--- src/rtl/branch_fetch_ctrl_pkg.sv ---
// Shared definitions for the branch fetch controller: field positions,
// address widths, FSM state codes and the branch target computation.
package branch_fetch_ctrl_pkg;

    localparam int ADDR_W   = 8;   // PC / instruction address width
    localparam int INSTR_W  = 20;  // instruction word width
    localparam int BR_BIT   = 14;  // instruction bit marking a branch
    localparam int OFFSET_W = 8;   // signed branch offset lives in instr[OFFSET_W-1:0]
    localparam int RS_HI    = 19;  // RS field upper bit
    localparam int RS_LO    = 15;  // RS field lower bit

    typedef logic [1:0] state_t;

    localparam state_t FETCH   = 2'd0;
    localparam state_t RESOLVE = 2'd1;
    localparam state_t FLUSH   = 2'd2;

    // Next PC of a taken branch: pc + 1 + sign-extended offset, wrapping mod 2^ADDR_W.
    function automatic logic [ADDR_W-1:0] calc_target(
        input logic [ADDR_W-1:0]   pc,
        input logic [OFFSET_W-1:0] offset
    );
        return pc + ADDR_W'(1) + ADDR_W'(signed'(offset));
    endfunction

endpackage

--- src/rtl/branch_fetch_ctrl_target_adder.sv ---
// branch_target_adder: combinational taken-branch target, pc + 1 + sext(offset),
// wrapping modulo 2^ADDR_W.
module branch_target_adder
    import branch_fetch_ctrl_pkg::*;
(
    input  logic [ADDR_W-1:0]   pc,
    input  logic [OFFSET_W-1:0] offset,
    output logic [ADDR_W-1:0]   target
);

    assign target = calc_target(pc, offset);

endmodule

--- src/rtl/branch_fetch_ctrl.sv ---
// branch_fetch_ctrl: fetch-side initiator for the branch compare unit.
// Fetches from a combinational ROM, resolves branches in one RESOLVE cycle
// using the compare unit's combinational taken bit, then redirects and
// flushes for FLUSH_CYC cycles or falls through.
// Optional feature macro: BR_STATS_EN adds saturating taken/not-taken counters.
module branch_fetch_ctrl
    import branch_fetch_ctrl_pkg::*;
#(
    parameter int FLUSH_CYC = 2
) (
    input  logic                clk,
    input  logic                rst_n,
    input  logic                stall_in,
    output logic [ADDR_W-1:0]   imem_addr,
    input  logic [INSTR_W-1:0]  imem_rdata,
    output logic [INSTR_W-1:0]  br_opc_out,
    output logic [4:0]          br_rs_out,
    input  logic                br_taken_in,
    output logic [INSTR_W-1:0]  instr_out,
    output logic                instr_valid,
    output logic                flush,
    output logic [ADDR_W-1:0]   pc_out
`ifdef BR_STATS_EN
    ,
    output logic [15:0]         taken_cnt,
    output logic [15:0]         nottaken_cnt
`endif
);

    logic [ADDR_W-1:0]  pc;
    logic [INSTR_W-1:0] ir;
    state_t             state;
    logic [7:0]         flush_cnt;
    logic [ADDR_W-1:0]  br_target;

    branch_target_adder u_target (
        .pc     (pc),
        .offset (ir[OFFSET_W-1:0]),
        .target (br_target)
    );

    assign imem_addr  = pc;
    assign pc_out     = pc;
    assign instr_out  = ir;
    assign br_opc_out = ir;
    assign br_rs_out  = ir[RS_HI:RS_LO];

    // Fetch / resolve / flush sequencing; a stall freezes every register.
    // NOTE: sequential state uses non-blocking (<=) so all registers update
    // together from pre-edge values; blocking here would create ordering races.
    always_ff @(posedge clk) begin
        if (!rst_n) begin
            pc          <= '0;
            ir          <= '0;
            state       <= FETCH;
            instr_valid <= 1'b0;
            flush       <= 1'b0;
            flush_cnt   <= '0;
        end else if (!stall_in) begin
            case (state)
                FETCH: begin
                    ir          <= imem_rdata;
                    instr_valid <= 1'b1;
                    if (imem_rdata[BR_BIT]) begin
                        state <= RESOLVE;
                    end else begin
                        pc <= pc + ADDR_W'(1);
                    end
                end
                RESOLVE: begin
                    instr_valid <= 1'b0;
                    if (br_taken_in) begin
                        pc <= br_target;
                        if (FLUSH_CYC == 0) begin
                            state <= FETCH;
                        end else begin
                            flush     <= 1'b1;
                            flush_cnt <= 8'(FLUSH_CYC - 1);
                            state     <= FLUSH;
                        end
                    end else begin
                        pc    <= pc + ADDR_W'(1);
                        state <= FETCH;
                    end
                end
                FLUSH: begin
                    instr_valid <= 1'b0;
                    if (flush_cnt == 8'd0) begin
                        flush <= 1'b0;
                        state <= FETCH;
                    end else begin
                        flush_cnt <= flush_cnt - 8'd1;
                    end
                end
                default: begin
                    state <= FETCH;
                end
            endcase
        end
    end

`ifdef BR_STATS_EN
    // Saturating per-outcome branch counters, advanced on unstalled RESOLVE cycles.
    always_ff @(posedge clk) begin
        if (!rst_n) begin
            taken_cnt    <= '0;
            nottaken_cnt <= '0;
        end else if (!stall_in && state == RESOLVE) begin
            if (br_taken_in) begin
                if (taken_cnt != 16'hFFFF) taken_cnt <= taken_cnt + 16'd1;
            end else begin
                if (nottaken_cnt != 16'hFFFF) nottaken_cnt <= nottaken_cnt + 16'd1;
            end
        end
    end
`endif

endmodule

--- config.mk ---
export PLATFORM = sky130hd
export DESIGN_NAME = branch_fetch_ctrl
export DESIGN_NICKNAME = d
export VERILOG_FILES = /design/src/rtl/branch_fetch_ctrl_pkg.sv /design/src/rtl/branch_fetch_ctrl_target_adder.sv /design/src/rtl/branch_fetch_ctrl.sv
export SDC_FILE = /design/constraint.sdc
export NUM_CORES = 1
export LEC_CHECK = 0
export CELL_PAD_IN_SITES_DETAIL_PLACEMENT = 1
export CELL_PAD_IN_SITES_GLOBAL_PLACEMENT = 1
export CORE_MARGIN = 2
export CORE_UTILIZATION = 32
export DETAILED_ROUTE_END_ITERATION = 7
export PLACE_DENSITY_LB_ADDON = 0.1
export SLEW_MARGIN = 20
export SYNTH_ARGS = -nofsm -noshare
export SYNTH_HDL_FRONTEND = slang
export SYNTH_SLANG_ARGS = --single-unit
export TNS_END_PERCENT = 30
--- constraint.sdc ---
create_clock -name clk -period 2.8 [get_ports clk]
set_input_delay 0.42 -clock clk [delete_from_list [all_inputs] [get_ports clk]]
set_output_delay 0.42 -clock clk [all_outputs]
set_load 0.01 [all_outputs]
==> impl_metrics.csv, run 1 <==
group,metric,value,unit
setup_path,cp-end-kind,"register",
sta,unrepaired_setup_endpoints_after_global_routing,"no",
setup_path,most_frequent_cell_on_the_critical_path,"ha_1",
sta,worst_margin_pin_slew,724,ps
clocking,clk_transition_reported_paths,90,ps
global_route,global_route_usage_over_all_layers,16.5,%
setup_path,rr_startpoint,"imem_addr[0]",
sta,period_share,82.0,%
synth,synth.top_cells.by_count,"nand2_1, a21oi_1, dfxtp_1",
clocking,clock_sink_count,40,
setup_path,critical_path_arrival,2530,ps
floorplanning,num_io_pins,87,
synth,post-synth-top-area-fraction,32.9,%
setup_path,critical_path_required,3040,ps
clocking,hold_buffers,0,
synth,syn-instance-count,312,
clocking,root_buffer,"clkbuf_8",
placement,detailedPlacementHpwl,5.19,mm
sta,slew_violations,0,
clocking,tritoncts.num_buffers,5,
placement,pre_cts_slack,363,ps
sta,timing.slew.headroom,51.5,%
setup_path,critical_path.cell_chain,"ha_1 > nand3_1 > nor2_1 > xor2_1 > ha_1 > o41ai_1 > o21ai_0 > a31oi_1",
synth,ys_types,43,
clocking,cts.htree.levels,2,
setup_path,crit_buf_inv,0,
setup_path,crit_type,"register to register",
floorplanning,die-width,91.3,microns
sta,max_clock_freq,436,MHz
floorplanning,floorplan.initialDensity,33.2,%
clocking,clock_path_buffers,2,
synth,yosys_warnings,0,
global_route,global_route.overflow_total,0,
finish,num-nets-final,405,
worst_hold_path,min-delay-start,"br_opc_out[12]",
finish,area_growth,34.4,%
synth,postSynth.asyncResetShare,0,%
global_route,grt_max_degree,21,
clocking,cts.repair_timing.setup_buffer_count,0,
global_route,antenna_found_initial,0,
route,detail_route.wirelength,6.70,mm
global_route,first_global_vias,2352,
synth,synth.most_common_cell,"nand2_1",
floorplanning,die_h,91.3,microns
synth,synth.cell_area,2440,sq um
finish,nFillCells,887,
clocking,cts-resized-gates,0,
sta,final_period_minus_worst_setup_slack,2290,ps
worst_hold_path,hp-class,"register to register",
finish,num_antenna_cells,0,
pwr,power.density_cell_area,458,nW/um^2
pwr,leakage,1.30,nW
synth,cell_types_occupying_the_most_area_after_synthesis,"dfxtp_1, buf_4, nand2_1, a21oi_1, ha_1",
flow_run,maxCapViolations,0,
setup_path,worstSetupStartpoint,"imem_addr[0]",
run_status,status,"finished, final reports clean",
sta,skew,8.31,ps
clocking,insertion_delay_to_the_later_sink_of_the_worst_skew_pair,300,ps
pwr,worst_ir_drop_vdd,258,uV
route,avgViaCountPerCell,4.93,
clocking,cts_tree,"built",
synth,synth_seq_area_share,32.9,%
sta,setup_viol,0,
finish,share_of_post_route_cells_with_drive_strength_above_1,6.01,%
setup_path,maximum_fanout_along_the_worst_path,6,
setup_path,slowest_delay,440,ps
sta,timing.final.ws_setup,505,ps
synth,flip_flop_and_latch_count_after_synthesis,40,
synth,synth_flop_cell,"dfxtp_1",
route,drc_errors,0,
setup_path,critPathSlowestCell,"dfxtp_1",
floorplanning,fp-row-count,31,
placement,finalWeightedCongestion,0.744,
route,num_vias,2294,
synth,synth-edff-count,0,
synth,synth.avg_cell_area,7.81,sq um
setup_path,startpoint_type,"register",
route,firstDrtPassIters,4,
route,route.antenna.remaining_nets,0,
synth,yosys_top_cell_by_area,"dfxtp_1",
placement,io_buffer_count,86,
setup_path,critical-path-top-delay-family,"compound AO/OA/AOI/OAI gates",
sta,tns,0,ps
route,wire_per_inst,14.4,microns
floorplanning,die_area,8330,sq um
synth,synthesis.nets,352,
sta,timing.final.hold_violations,0,
global_route,grt_pass1_wl,11.2,mm
route,initialDrtViolationCount,49,
floorplanning,core_box_area,7330,sq um
-- area by class of cell --
type | count | area, sq um | area share, %
well taps | 99 | 124 | 3.78
flip-flops and latches | 40 | 801 | 24.4
clock buffers | 6 | 82.6 | 2.52
multi-input cells | 215 | 1290 | 39.3
inverters | 12 | 45.0 | 1.38
repair buffers | 91 | 898 | 27.4
clock inverters | 2 | 38.8 | 1.18
-- metal layers --
layer	routed length [microns]	share of wire, %	vias up	global-route usage [%]
li1	-	-	1148	-
met1	2860	43	1099	19.6
met2	3540	53	39	30.2
met3	198	3.0	8	2.74
met4	95	1.4	0	4.80
met5	0	0	-	0
-- registers in the layout, indices dropped and copies added (netlist names) --
register,count
state,2
flush_cnt,8
imem_addr,8
br_opc_out,20
flush,1
instr_valid,1
-- worst register-to-register path, cell delays in order (launching register included) --
cell and delay, ps:
dfxtp_1 440, ha_1 270, nand3_1 140, nor2_1 150, xor2_1 230, ha_1 330, o41ai_1 350, o21ai_0 150
a31oi_1 180
-- power breakdown --
part           total, mW  switching (mW)  internal (mW)
registers          0.635          0.0342          0.600
logic              0.351           0.165          0.186
clock network      0.516           0.224          0.292
-- worst paths after layout --
| check | slack (ps) | cells after the start | end |
|---|---|---|---|
| worst max-delay path | 510 | 8 | imem_addr[6] |
| worst min-delay path | 480 | 2 | br_opc_out[12] |
| worst min register to register | 480 | 2 | br_opc_out[12] |
| worst max register to register | 510 | 8 | imem_addr[6] |
-- metrics by stage --
| stage | power [mW] | hold slack, ps | instance area (sq um) | utilization (%) | std cells |
|---|---|---|---|---|---|
| finish | 1.50 | 481 | 3280 | 44.7 | 465 |
| global route | 1.58 | 512 | 3280 | 44.7 | 465 |
| CTS | 1.53 | 486 | 3280 | 44.7 | 465 |
| detailed placement | 1.01 | 473 | 3150 | 43.0 | 457 |
| global placement | 0.996 | 455 | 3150 | 43.0 | 457 |
| floorplan | 0.854 | 446 | 2440 | - | 312 |
-- layout by cell type (no fill, tap or decap), types with 2 or more instances in the layout --
master / count
a211oi_1: 4
a21o_1: 4
a21oi_1: 40
a221oi_1: 2
a31o_2: 2
a31oi_1: 2
buf_4: 5
clkbuf_8: 6
clkdlybuf4s50_1: 86
dfxtp_1: 40
ha_1: 15
inv_1: 12
mux2i_1: 5
nand2_1: 57
nand2b_1: 4
nand3_1: 8
nor2_1: 16
nor3_1: 2
nor4_1: 2
o21ai_0: 14
o22ai_1: 2
o31ai_1: 2
or2_2: 2
or3_1: 2
or3_2: 3
or4_1: 3
xnor2_1: 5
xor2_1: 5
-- cell families after synthesis --
kind of cell / count (synthesis) / synth area share (%)
mux: 5 / 2.05
compound gates: 78 / 18.7
simple gates: 106 / 19.9
flops: 40 / 32.9
buf+inv: 57 / 14.4
fa+ha+maj: 16 / 8.52
xor+xnor: 10 / 3.59
No activity file was read; power rests on OpenSTA's default activity.
==> run 2: changes to the inputs <==
--- a/config.mk
+++ b/config.mk
@@ -8,7 +8,7 @@
 export CELL_PAD_IN_SITES_DETAIL_PLACEMENT = 1
 export CELL_PAD_IN_SITES_GLOBAL_PLACEMENT = 1
 export CORE_MARGIN = 2
-export CORE_UTILIZATION = 32
+export CORE_UTILIZATION = 29
 export DETAILED_ROUTE_END_ITERATION = 7
 export PLACE_DENSITY_LB_ADDON = 0.1
 export SLEW_MARGIN = 20
==> constraint.sdc (replaced) <==
create_clock -name clk -period 2.1 [get_ports clk]
set_input_delay 0.315 -clock clk [delete_from_list [all_inputs] [get_ports clk]]
set_output_delay 0.315 -clock clk [all_outputs]
set_load 0.01 [all_outputs]
==> impl_metrics.csv, run 2 (same netlist as run 1, synthesis figures left out) <==
group,metric,value,unit
floorplanning,die-width,95.7,microns
setup_path,cp-end-kind,"register",
global_route,grt_pass1_wl,11.6,mm
floorplanning,fp-row-count,33,
clocking,clock_path_buffers,2,
route,firstDrtPassIters,4,
global_route,antenna_found_initial,0,
pwr,worst_ir_drop_vdd,218,uV
sta,max_clock_freq,494,MHz
finish,nFillCells,956,
clocking,clock_sink_count,40,
sta,timing.final.ws_setup,77.2,ps
finish,area_growth,48.0,%
placement,detailedPlacementHpwl,5.58,mm
route,detail_route.wirelength,7.36,mm
pwr,leakage,1.44,nW
clocking,cts.htree.levels,2,
placement,finalWeightedCongestion,0.822,
route,drc_errors,0,
sta,setup_viol,0,
clocking,tritoncts.num_buffers,5,
global_route,global_route_usage_over_all_layers,16.3,%
floorplanning,die_h,95.7,microns
placement,pre_cts_slack,-51.6,ps
finish,post_route_utilization,44.1,%
sta,slew_violations,0,
floorplanning,floorplan.initialDensity,29.8,%
finish,num_antenna_cells,0,
setup_path,critical_path_arrival,2250,ps
finish,largest_reg_flops,20,
setup_path,crit_type,"register to register",
placement,io_buffer_count,86,
route,initialDrtViolationCount,82,
clocking,insertion_delay_to_the_later_sink_of_the_worst_skew_pair,290,ps
clocking,clk_transition_reported_paths,90,ps
pwr,power.density_cell_area,527,nW/um^2
floorplanning,num_io_pins,87,
route,wire_per_inst,14.8,microns
route,route.antenna.remaining_nets,0,
clocking,cts_tree,"built",
finish,num-nets-final,432,
setup_path,critical_path_required,2330,ps
floorplanning,die_area,9150,sq um
global_route,grt_max_degree,21,
floorplanning,core_box_area,8180,sq um
sta,period_share,96.3,%
run_status,status,"finished, final reports clean",
sta,final_period_minus_worst_setup_slack,2020,ps
sta,timing.final.hold_violations,0,
setup_path,maximum_fanout_along_the_worst_path,5,
clocking,root_buffer,"clkbuf_8",
finish,mostFrequentLayoutCells,"clkdlybuf4s50_1, nand2_1, dfxtp_1",
sta,worst_margin_pin_slew,560,ps
flow_run,maxCapViolations,0,
route,avgViaCountPerCell,4.79,
finish,final_common_cell,"clkdlybuf4s50_1",
route,num_vias,2383,
sta,unrepaired_setup_endpoints_after_global_routing,"yes",
finish,share_of_post_route_cells_with_drive_strength_above_1,18.4,%
global_route,global_route.overflow_total,0,
worst_hold_path,hp-class,"register to register",
sta,skew,8.89,ps
sta,timing.slew.headroom,62.4,%
setup_path,startpoint_type,"register",
global_route,first_global_vias,2372,
==> run 2: cell types whose count changed in the layout (fill, tap and decap cells not counted), sizes merged <==
cell,change
bufinv,-1
buf,+27
==> run 2: worst max-delay path: stages, from the launching register on <==
cell	delay (ps)
dfxtp_4	370
ha_4	170
buf_6	120
xor2_1	140
ha_2	390
buf_6	130
nand3_4	80
a21oi_4	180
nor3_2	60
nand3b_1	190
a21oi_2	150
==> run 2: path summary, 6_finish.rpt <==
kind	to	slack [ps]	depth (start not counted)	from
max	imem_addr[5]	80	10	imem_addr[0]
min	br_opc_out[8]	480	2	br_opc_out[8]
max reg2reg	imem_addr[5]	80	10	imem_addr[0]
min reg2reg	br_opc_out[8]	480	2	br_opc_out[8]
==> run 2: routing by layer <==
metal	wire [microns]	track usage (%)	vias up
li1	-	-	1191
met1	3230	20.3	1142
met2	3840	28.8	43
met3	212	3.24	7
met4	86	4.17	0
met5	0	0	-
==> run 2: area by class of cell <==
type                            count  area [sq um]  share of cell area, %
Inverter                           12          45.0                   1.25
Timing Repair Buffer              118          1110                   30.7
Clock inverter                      1          5.00                  0.139
Sequential cell                    40           816                   22.6
Clock buffer                        6          72.6                   2.01
Tap cell                          105           131                   3.64
Multi-Input combinational cell    215          1430                   39.6
==> run 2: timing repair <==
item                                    in CTS  in global routing
pin swaps                                    2                 12
buffers inserted                             1                  2
resized for setup                            5                 35
cloned                                       0                  0
endpoints found under the setup margin       3                  5
hold buffers                                 0                  0
==> run 2: report_power, final <==
group	leakage [nW]	total [mW]	internal [mW]	switching (mW)
Clock	0.0410	0.502	0.227	0.275
Sequential	0.330	0.842	0.799	0.0435
Combinational	1.07	0.558	0.304	0.255
==> run 2: per-stage QoR <==
| stage | std cells | hold slack, ps | instance area [sq um] | total power, mW | setup TNS (ps) |
|---|---|---|---|---|---|
| floorplan | 312 | 446 | 2440 | 1.14 | 0 |
| global placement | 487 | 460 | 3340 | 1.38 | 0 |
| detailed placement | 487 | 467 | 3340 | 1.38 | -105 |
| CTS | 495 | 478 | 3450 | 1.92 | -7.93 |
| global route | 497 | 500 | 3610 | 2.02 | -37.9 |
| finish | 497 | 475 | 3610 | 1.90 | 0 |
==> run 3: changes to the inputs <==
--- a/config.mk
+++ b/config.mk
@@ -5,12 +5,10 @@
 export SDC_FILE = /design/constraint.sdc
 export NUM_CORES = 1
 export LEC_CHECK = 0
-export CELL_PAD_IN_SITES_DETAIL_PLACEMENT = 1
-export CELL_PAD_IN_SITES_GLOBAL_PLACEMENT = 1
 export CORE_MARGIN = 2
-export CORE_UTILIZATION = 29
+export CORE_UTILIZATION = 40
 export DETAILED_ROUTE_END_ITERATION = 7
-export PLACE_DENSITY_LB_ADDON = 0.1
+export PLACE_DENSITY = 0.75
 export SLEW_MARGIN = 20
 export SYNTH_ARGS = -nofsm -noshare
 export SYNTH_HDL_FRONTEND = slang
==> impl_metrics.csv, run 3 (same netlist as run 1, synthesis figures left out) <==
group,metric,value,unit
run_status,status,"finished, final reports clean",
route,firstDrtPassIters,4,
clocking,clock_path_buffers,2,
sta,slew_violations,0,
floorplanning,fp-row-count,28,
route,detail_route.wirelength,6.31,mm
setup_path,cp-end-kind,"register",
floorplanning,num_io_pins,87,
route,top_layer_used,"met4",
clocking,cts_tree,"built",
floorplanning,die_h,82.1,microns
global_route,global_route.overflow_total,0,
flow_run,maxCapViolations,0,
route,wl_met2,3.24,mm
global_route,global_route_usage_over_all_layers,19.3,%
placement,placement.cell_area,3270,sq um
setup_path,critical_path_arrival,2200,ps
global_route,grt_pass1_wl,10.0,mm
sta,setup_viol,0,
setup_path,crit_type,"register to register",
sta,tns,0,ps
finish,num-nets-final,427,
route,initialDrtViolationCount,85,
worst_hold_path,hold_depth,2,
sta,skew,9.88,ps
global_route,first_global_vias,2195,
floorplanning,floorplan.initialDensity,41.2,%
route,met1_layer_wirelength_in_the_final_routing,2.69,mm
finish,post_route_utilization,59.1,%
pwr,power_report.internal_total,1.49,mW
clocking,insertion_delay_to_the_later_sink_of_the_worst_skew_pair,300,ps
placement,io_buffer_count,86,
worst_hold_path,min-delay-start,"br_opc_out[11]",
finish,mostFrequentLayoutCells,"clkdlybuf4s50_1, nand2_1, a21oi_1",
sta,worst_margin_pin_slew,398,ps
finish,area_growth,43.6,%
finish,num_antenna_cells,0,
pwr,p_total,2.04,mW
route,routed-wl-met3,273,microns
finish,final_common_cell,"clkdlybuf4s50_1",
pwr,share_seq_of_total_power,41.3,%
finish,largest_reg_flops,20,
pwr,leakage,1.43,nW
pwr,total_net_switching_power,0.559,mW
route,route.antenna.remaining_nets,0,
finish,final_cell_area,3500,sq um
sta,max_clock_freq,500,MHz
pwr,power.density_cell_area,584,nW/um^2
clocking,tritoncts.num_buffers,5,
sta,period_share,95.3,%
route,num_vias,2348,
setup_path,r2r_slack,100,ps
pwr,worst_ir_drop_vdd,327,uV
clocking,clk_transition_reported_paths,90,ps
sta,timing.slew.headroom,73.3,%
global_route,grt_max_degree,21,
setup_path,startpoint_type,"register",
clocking,clock_sink_count,40,
clocking,root_buffer,"clkbuf_8",
setup_path,maximum_fanout_along_the_worst_path,5,
finish,share_of_post_route_cells_with_drive_strength_above_1,14.7,%
setup_path,reg2regPathDepth,10,
placement,finalWeightedCongestion,0.967,
clocking,cts.htree.levels,2,
pwr,power.share.switching,27.3,%
route,wire_per_inst,13.6,microns
floorplanning,die-width,82.1,microns
pwr,power.share.clock,32.7,%
setup_path,worstReg2RegEnd,"imem_addr[7]",
sta,final_period_minus_worst_setup_slack,2000,ps
floorplanning,core_box_area,5920,sq um
pwr,combinationalPowerShare,26.1,%
placement,detailedPlacementHpwl,4.77,mm
floorplanning,die_area,6730,sq um
route,avgViaCountPerCell,5.07,
route,drc_errors,0,
worst_hold_path,holdPathEnd,"br_opc_out[11]",
setup_path,critical_path_required,2290,ps
global_route,antenna_found_initial,0,
worst_hold_path,hp-class,"register to register",
setup_path,rr_startpoint,"imem_addr[0]",
sta,timing.final.hold_violations,0,
[run 3: final cells by class]
class | count | area (sq um)
Clock buffer | 6 | 82.6
Clock inverter | 2 | 38.8
Fill cell | 539 | 2420
Inverter | 12 | 45.0
Multi-Input combinational cell | 215 | 1370
Sequential cell | 40 | 806
Tap cell | 75 | 93.8
Timing Repair Buffer | 113 | 1060
[run 3: power by group through the flow]
stage	Clock [mW]	Sequential, mW	Combinational (mW)
finish	0.668	0.844	0.533
global route	0.717	0.852	0.589
CTS	0.688	0.842	0.515
detailed placement	0	0.859	0.506
global placement	0	0.856	0.496
floorplan	0	0.871	0.267
[run 3: per-layer routing]
layer	track usage, %	vias to the layer above
li1	-	1181
met2	34.2	66
met5	0	-
met1	23.1	1090
met4	6.67	0
met3	3.52	11
[run 3: worst max path at each step]
stage	endpoint	from	depth (start not counted)	slack [ps]
floorplan	imem_addr[6]	imem_addr[1]	8	30
global placement	imem_addr[7]	imem_addr[0]	10	-3
detailed placement	imem_addr[6]	imem_addr[0]	8	-80
CTS	imem_addr[6]	imem_addr[0]	7	3
global route	imem_addr[7]	imem_addr[0]	10	-7
finish	imem_addr[7]	imem_addr[0]	10	100
[run 3: timing repair]
action	in CTS	in global routing
pin swaps	1	3
hold buffers	0	0
endpoints found under the setup margin	2	4
setup buffers	2	1
gates resized for setup	3	17
[run 3: metrics by stage]
stage                     instances  hold WS, ps  setup WS (ps)
after global placement          452          459          -2.97
after floorplan                 312          446           33.0
after CTS                       462          481           3.21
final                           463          474           98.9
after detailed placement        452          467          -81.5
after global routing            463          495          -6.65
[run 3: critical path, cell delays in order (launching register included)]
cell and delay (ps):
dfxtp_4 390, ha_4 170, nand3_2 110, nor2_2 140
xor2_2 210, ha_4 250, a21oi_2 140, o21ai_0 110
a21oi_1 180, xnor2_1 140, a21oi_1 80
